$ cat src/rtl/line_doubler.sv
// -----------------------------------------------------------------------------
// line_doubler
//
// Scan doubler placed directly after the palette stage. Each 15 kHz source
// line of 8-bit RGB (R3 G3 B2) is captured into one half of a ping-pong line
// buffer while the other half, holding the line completed last, is replayed
// twice at double pixel rate. Sync and data-enable are regenerated for a
// 31 kHz VGA timing. The output drives the board DAC / HDMI encoder.
//
// Ports
//   clk          system clock
//   rst_n        synchronous active-low reset
//   pix_en       source pixel strobe (palette outputs valid this cycle)
//   out_en       output pixel strobe, twice the pix_en rate
//   video_valid  source pixel is active (not blanked)
//   r_sig        source red   (3 bits)
//   g_sig        source green (3 bits)
//   b_sig        source blue  (2 bits)
//   src_hsync_n  source hsync, active low; its falling edge starts a line
//   src_vsync_n  source vsync, active low; latched at each line start
//   vga_r        output red   (3 bits)
//   vga_g        output green (3 bits)
//   vga_b        output blue  (2 bits)
//   vga_hs_n     output hsync, active low
//   vga_vs_n     output vsync, active low
//   vga_de       output active-video enable
//
// All outputs have a fixed two-clock latency from the edge at which the
// output pixel counter takes the corresponding value.
// -----------------------------------------------------------------------------
module line_doubler #(
   parameter int H_ACTIVE    = 256,  // stored pixels per line
   parameter int SRC_H_TOTAL = 384,  // output pixels per output line
   parameter int H_START     = 64,   // first active output pixel
   parameter int HS_START    = 320,  // output pixel where vga_hs_n falls
   parameter int HS_WIDTH    = 32    // vga_hs_n low width in output pixels
) (
   input  logic       clk,
   input  logic       rst_n,
   input  logic       pix_en,
   input  logic       out_en,
   input  logic       video_valid,
   input  logic [2:0] r_sig,
   input  logic [2:0] g_sig,
   input  logic [1:0] b_sig,
   input  logic       src_hsync_n,
   input  logic       src_vsync_n,
   output logic [2:0] vga_r,
   output logic [2:0] vga_g,
   output logic [1:0] vga_b,
   output logic       vga_hs_n,
   output logic       vga_vs_n,
   output logic       vga_de
);

   // ---------------------------------------------------------------------------
   // Widths and sized timing constants
   // ---------------------------------------------------------------------------
   localparam int AW = $clog2(H_ACTIVE);       // line buffer address per bank
   localparam int PW = $clog2(H_ACTIVE + 1);   // write pointer, saturates at H_ACTIVE
   localparam int HW = $clog2(SRC_H_TOTAL);    // output pixel counter

   localparam logic [PW-1:0] WR_LIMIT  = PW'(H_ACTIVE);
   localparam logic [HW-1:0] H_LAST    = HW'(SRC_H_TOTAL - 1);
   localparam logic [HW-1:0] ACT_FIRST = HW'(H_START);
   localparam logic [HW-1:0] ACT_END   = HW'(H_START + H_ACTIVE);
   localparam logic [HW-1:0] HS_FIRST  = HW'(HS_START);
   localparam logic [HW-1:0] HS_END    = HW'(HS_START + HS_WIDTH);
   localparam logic [AW-1:0] ADDR_OFS  = AW'(H_START);

   typedef struct packed {
      logic [2:0] r;
      logic [2:0] g;
      logic [1:0] b;
   } pixel_t;

   // ---------------------------------------------------------------------------
   // Signals
   // ---------------------------------------------------------------------------
   logic          hs_prev;
   logic          line_start;

   logic          wr_bank;
   logic [PW-1:0] wr_ptr;
   logic          wr_en;
   pixel_t        wr_data;

   logic          seen_start;
   logic          primed;
   logic          vs_latched;

   logic [HW-1:0] hcnt;
   logic [HW-1:0] hcnt_next;
   logic          active;
   logic          hs_window;
   logic [AW-1:0] rd_addr;

   // Two banks of H_ACTIVE pixels, bank select is the address MSB.
   pixel_t        mem [2**(AW+1)];
   pixel_t        rd_data;

   logic          act_d1;
   logic          hs_d1;
   logic          vs_d1;

   // ---------------------------------------------------------------------------
   // Line start: falling edge of src_hsync_n against its registered copy.
   // Evaluated every clk, independent of the pixel strobes.
   // ---------------------------------------------------------------------------
   assign line_start = hs_prev & ~src_hsync_n;

   // NOTE: clocked state uses non-blocking assignments so every register
   // samples pre-edge values regardless of block ordering.
   always_ff @(posedge clk) begin
      if (!rst_n) begin
         hs_prev    <= 1'b0;
         wr_bank    <= 1'b0;
         seen_start <= 1'b0;
         primed     <= 1'b0;
         vs_latched <= 1'b1;
      end else begin
         hs_prev <= src_hsync_n;
         if (line_start) begin
            wr_bank    <= ~wr_bank;
            vs_latched <= src_vsync_n;
            seen_start <= 1'b1;
            // The second line start after reset means the read bank holds
            // a complete line.
            if (seen_start) begin
               primed <= 1'b1;
            end
         end
      end
   end

   // ---------------------------------------------------------------------------
   // Write side: one entry per pix_en until the line is full, then hold.
   // Blanked pixels store black so short lines cannot leak old content
   // into the active window on the next capture of this bank.
   // ---------------------------------------------------------------------------
   assign wr_en   = rst_n & pix_en & (wr_ptr < WR_LIMIT);
   assign wr_data = video_valid ? pixel_t'{r: r_sig, g: g_sig, b: b_sig} : pixel_t'('0);

   always_ff @(posedge clk) begin
      if (!rst_n) begin
         wr_ptr <= '0;
      end else if (line_start) begin
         wr_ptr <= '0;
      end else if (wr_en) begin
         wr_ptr <= wr_ptr + PW'(1);
      end
   end

   // ---------------------------------------------------------------------------
   // Output pixel counter. Line start wins over the out_en increment so the
   // replay re-locks to the source even when both arrive together. Without
   // source hsync the counter simply keeps wrapping over the same bank.
   // ---------------------------------------------------------------------------
   // NOTE: every combinational output gets a default first so no path can
   // leave it unassigned and infer a latch.
   always_comb begin
      hcnt_next = hcnt;
      if (line_start) begin
         hcnt_next = '0;
      end else if (out_en) begin
         hcnt_next = (hcnt == H_LAST) ? '0 : hcnt + HW'(1);
      end
   end

   always_ff @(posedge clk) begin
      if (!rst_n) begin
         hcnt <= '0;
      end else begin
         hcnt <= hcnt_next;
      end
   end

   // ---------------------------------------------------------------------------
   // Read-side decode, valid for the current hcnt value.
   // The read address only needs the low bits: (hcnt - H_START) mod 2**AW.
   // ---------------------------------------------------------------------------
   assign active    = primed && (hcnt >= ACT_FIRST) && (hcnt < ACT_END);
   assign hs_window = (hcnt >= HS_FIRST) && (hcnt < HS_END);
   assign rd_addr   = hcnt[AW-1:0] - ADDR_OFS;

   // ---------------------------------------------------------------------------
   // Line buffer: true dual-port, synchronous read. The read bank is always
   // the opposite of the write bank, so same-address collisions cannot occur.
   // ---------------------------------------------------------------------------
   // NOTE: the buffer has no reset; its contents are never visible before a
   // full line has been written because the output is gated by primed.
   always_ff @(posedge clk) begin
      if (wr_en) begin
         mem[{wr_bank, wr_ptr[AW-1:0]}] <= wr_data;
      end
   end

   always_ff @(posedge clk) begin
      rd_data <= mem[{~wr_bank, rd_addr}];
   end

   // ---------------------------------------------------------------------------
   // Output pipeline. Stage 1 runs alongside the RAM read so the controls stay
   // aligned with rd_data; stage 2 registers the pins and blanks colour
   // outside the active window.
   // ---------------------------------------------------------------------------
   always_ff @(posedge clk) begin
      if (!rst_n) begin
         act_d1   <= 1'b0;
         hs_d1    <= 1'b0;
         vs_d1    <= 1'b1;
         vga_r    <= '0;
         vga_g    <= '0;
         vga_b    <= '0;
         vga_de   <= 1'b0;
         vga_hs_n <= 1'b1;
         vga_vs_n <= 1'b1;
      end else begin
         act_d1   <= active;
         hs_d1    <= hs_window;
         vs_d1    <= vs_latched;
         vga_r    <= act_d1 ? rd_data.r : '0;
         vga_g    <= act_d1 ? rd_data.g : '0;
         vga_b    <= act_d1 ? rd_data.b : '0;
         vga_de   <= act_d1;
         vga_hs_n <= ~hs_d1;
         vga_vs_n <= vs_d1;
      end
   end

endmodule

$ cat config.mk
export PLATFORM = sky130hd
export DESIGN_NAME = line_doubler
export DESIGN_NICKNAME = d
export VERILOG_FILES = /design/src/rtl/line_doubler.sv
export SDC_FILE = /design/constraint.sdc
export NUM_CORES = 2
export LEC_CHECK = 0
export BUFFER_PORTS_ARGS = -buffer_cell sky130_fd_sc_hd__buf_2
export CAP_MARGIN = 5
export CORE_MARGIN = 5
export CORE_UTILIZATION = 45
export DETAILED_ROUTE_END_ITERATION = 6
export HOLD_SLACK_MARGIN = 0.12
export REMOVE_ABC_BUFFERS = 1
export SLEW_MARGIN = 10
export SYNTH_ARGS = -nofsm -noshare
export SYNTH_HDL_FRONTEND = slang
export SYNTH_SLANG_ARGS = --single-unit
$ cat constraint.sdc
create_clock -name clk -period 21.6 [get_ports clk]
set_input_delay 2.16 -clock clk [delete_from_list [all_inputs] [get_ports clk]]
set_output_delay 2.16 -clock clk [all_outputs]
set_load 0.05 [all_outputs]
==> results.md <==
- Worst path max stage delay: roughly 0.89 ns
- CP arrival: 7.08 ns
- Gr usage total: around a quarter
- Critical path buffers and inverters: 4
- Number of global-route vias before repair: around 80000
- Worst VDD drop: 60.57 uV
- Pre-antenna DRT Iters: 6
- Worst min path class: reg -> reg
- CTS tree: yes
- Syn Inst Count: 7406
- Root buffer cell: clkbuf_16
- Bufs on Longest Clock Path: 4
- Ys flop type: edfxtp_1
- Area Growth Syn to Fin: 11.84%
- Required time worst endpoint: 22.48 ns
- Cell Pwr Density: 93.23 nW/um^2
- GRT Residual Overflow: 0
- Top delay family on crit path: buffers and inverters
- LEAKAGE: 0.04934 uW
- Post-cts hold buffer count: 0
- CP Cell Sequence: buf_12 > buf_12 > buf_12 > buf_4 > mux4_2 > mux4_2 > mux2i_1 > o21ai_1 > or4_1 > a32o_1 > o31a_1
- Startpoint types: register
- Setup repair bufs after CTS: 0
- Fin nets: 7604
- CTS clk-pin slew, worst paths: 0.06 ns
- Synth unique cells: 73
- Fraction of registers with async set/reset: 0%
- Sink Count: 4141
- Height of the die: ~610 um
- Initial antenna violation count: 37
- Routed WL: 452800 um
- Final critical-path required period: 6.209 ns
- Avg Synthesized Cell Area: 21.65 sq um
- Detail Route Antenna Nets: 0
- WL/cell: 35.70 um
- Layout cells sized above 1: between 20% and 30%
- Post-cts sizing count: 0
- Post-synth top area share: 76.70%
- Worst slew margin: roughly 14%
- Vias per inst: between 6 and 7
- Outcome: finished, final reports clean
- Ys Warns: 0
- CTS H-tree depth: 5
- CTS buffer count: 415
- Fmax: 161.1 MHz
- Cell repeated most along the worst path: buf_12
- Crit. End Element: register
- Via count: 79300
- Rows: 219
- Final Hold Viols: 0
- Drc violations: 0
- DR iter-0 viols: 11410
- Hold Crit Start: hs_d1
- Final Skew: between 0.03 and 0.04 ns
- Setup CP Type: reg -> reg
- CORE AREA: 355400 sq um
- Fin crit share: 28.74%
- Register area share after synthesis: between 70 and 80%
- Die area: approximately 370000 sq um
- Final GP Congestion: around 0.83
- # port buffers: 25
- Slew at the pin with the worst max-slew slack: 1.289 ns
- Filler cells: 27860
- Maximum number of pins on one net before global-route repair: 200
- Worst Setup SP: hcnt[0]
- Post-route core utilization: 50.46%
- Max-cap violations: 0
- Final Hold Slack: 0.3798 ns
- Largest area contributor in the netlist: edfxtp_1
- IO Count: 26
- Synthesized flop and latch total: 4141
- Skew-Pair Late Insertion Delay: 0.98 ns
- Netlist Area Pre-Place: 160400 sq um
- Final setup vio count: 0
- Initial core utilization: 45.12%
- First-pass GRT wire length: 633200 um
- Die width: 607.0 um
- EDFF count, synth: 4096
- RSZ-0062 raised after global routing: false
- Reg-to-Reg Start: hcnt[0]
- CP max-delay cell: dfxtp_4
- Synth area leaders: edfxtp_1 77%, mux4_2 14%, mux2i_1 1.8%
- HPWL after DPL: 267100 um
- Worst Path Max Fanout: 89
- Slew Limit Fails: 0
sequential cells by signal, indices dropped and copies added, names as in the netlist, 2 cells and up:
name / count
mem: 4096
vga_b: 2
hcnt: 9
wr_ptr: 9
vga_g: 3
rd_data: 8
vga_r: 3
power by group:
part           switching [uW]  internal [uW]
Clock                    3030           4180
Combinational             423            249
Sequential               8.19           8830
Total                    3460          13300
worst register-to-register path, stage by stage, from the launching register on:
cell and delay [ns]:
dfxtp_4 0.89, buf_12 0.56, buf_12 0.59, buf_12 0.65, buf_4 0.77, mux4_2 0.61, mux4_2 0.51, mux2i_1 0.33
o21ai_1 0.23, or4_1 0.62, a32o_1 0.26, o31a_1 0.10
cell usage in the layout (no fill, tap or decap), types with 18 or more instances in the layout:
cell type | synthesis | routed
bufinv_16 | 0 | 47
clkbuf_1 | 153 | 79
o21ai_0 | 29 | 29
a21oi_1 | 93 | 93
o22ai_1 | 22 | 22
a22o_1 | 25 | 25
buf_2 | 143 | 25
clkinv_1 | 2 | 95
a22oi_1 | 135 | 135
mux2i_1 | 284 | 284
a221oi_1 | 42 | 41
clkbuf_16 | 0 | 426
buf_4 | 69 | 179
edfxtp_1 | 4096 | 4096
dfxtp_1 | 45 | 38
a211oi_1 | 19 | 18
nand3_1 | 53 | 49
a31oi_1 | 35 | 35
nand2_1 | 215 | 203
nor2_1 | 562 | 553
mux4_2 | 1011 | 1011
clkinv_2 | 0 | 80
through the flow:
| stage | setup TNS [ns] | cells | cell area (sq um) | worst slack [ns] | total power (uW) |
|---|---|---|---|---|---|
| floorplan | -430.71 | 6946 | 157700 | -30.20 | 10270 |
| global placement | 0 | 11910 | 165800 | 15.06 | 9674 |
| detailed placement | 0 | 11920 | 165800 | 14.99 | 9686 |
| CTS | 0 | 12680 | 179300 | 14.99 | 16810 |
| global route | 0 | 12680 | 179300 | 14.88 | 17180 |
| finish | 0 | 12680 | 179300 | 15.39 | 16720 |
area by class of cell:
type                            count  area, sq um  area share (%)
Timing Repair Buffer              218         1749          0.9753
Multi-Input combinational cell   2791        34140           19.04
Inverter                           14        60.06         0.03349
Clock buffer                      510        11030           6.148
Clock inverter                    250         2481           1.383
Sequential cell                  4141       123900           69.10
Tap cell                         4751         5944           3.315
Antenna cell                        8        20.02         0.01116
kinds of logic after synthesis:
family                   after synthesis  synth area share [%]
AND/OR/NAND/NOR                      960                 2.506
flip-flops                          4141                 77.26
XOR/XNOR                              14               0.07647
adder cells (fa/ha/maj)                8               0.06242
AO/OA/AOI/OAI                        490                 2.165
multiplexers                        1319                 16.25
buffers and inverters                474                 1.672
routing by layer:
| layer | track usage (%) | vias up | wire, um |
|---|---|---|---|
| met3 | 5.286 | 847 | 45420 |
| met4 | 8.777 | 32 | 18260 |
| met5 | 0 | - | 226 |
| li1 | - | 31340 | - |
| met1 | 34.53 | 42700 | 176600 |
| met2 | 37.78 | 4380 | 212300 |
synthesized netlist by cell type (4+ instances only):
cell / number
xor2_1: 7
nor4_1: 6
nand3_1: 53
a31oi_1: 35
and2_1: 20
buf_4: 69
nand2_1: 215
o211ai_1: 17
a21oi_1: 93
nor2_1: 562
nand4_1: 12
buf_2: 143
or4_1: 5
clkbuf_1: 153
ha_1: 8
mux4_1: 12
a22oi_1: 135
dfxtp_1: 45
or3b_2: 4
o22ai_1: 22
a221oi_1: 42
nor3_1: 17
buf_6: 54
o31ai_1: 5
a22o_1: 25
nand2b_1: 6
xnor2_1: 7
o21ai_0: 29
buf_1: 36
nor3b_1: 5
a211oi_1: 19
a32oi_1: 14
and3_1: 14
edfxtp_1: 4096
mux4_2: 1011
a2111oi_0: 6
inv_1: 11
o2111ai_1: 6
mux2i_1: 284
o221ai_1: 12
nor2b_1: 26
mux2_2: 12
path summary, 6_finish.rpt:
check	endpoint	slack [ns]	depth (start not counted)
max	rd_data[6]	15.39	11
min	vga_hs_n	0.38	1
max reg2reg	rd_data[6]	15.39	11
min reg2reg	vga_hs_n	0.38	1
Note: power is estimated with default switching activity, not from simulation.
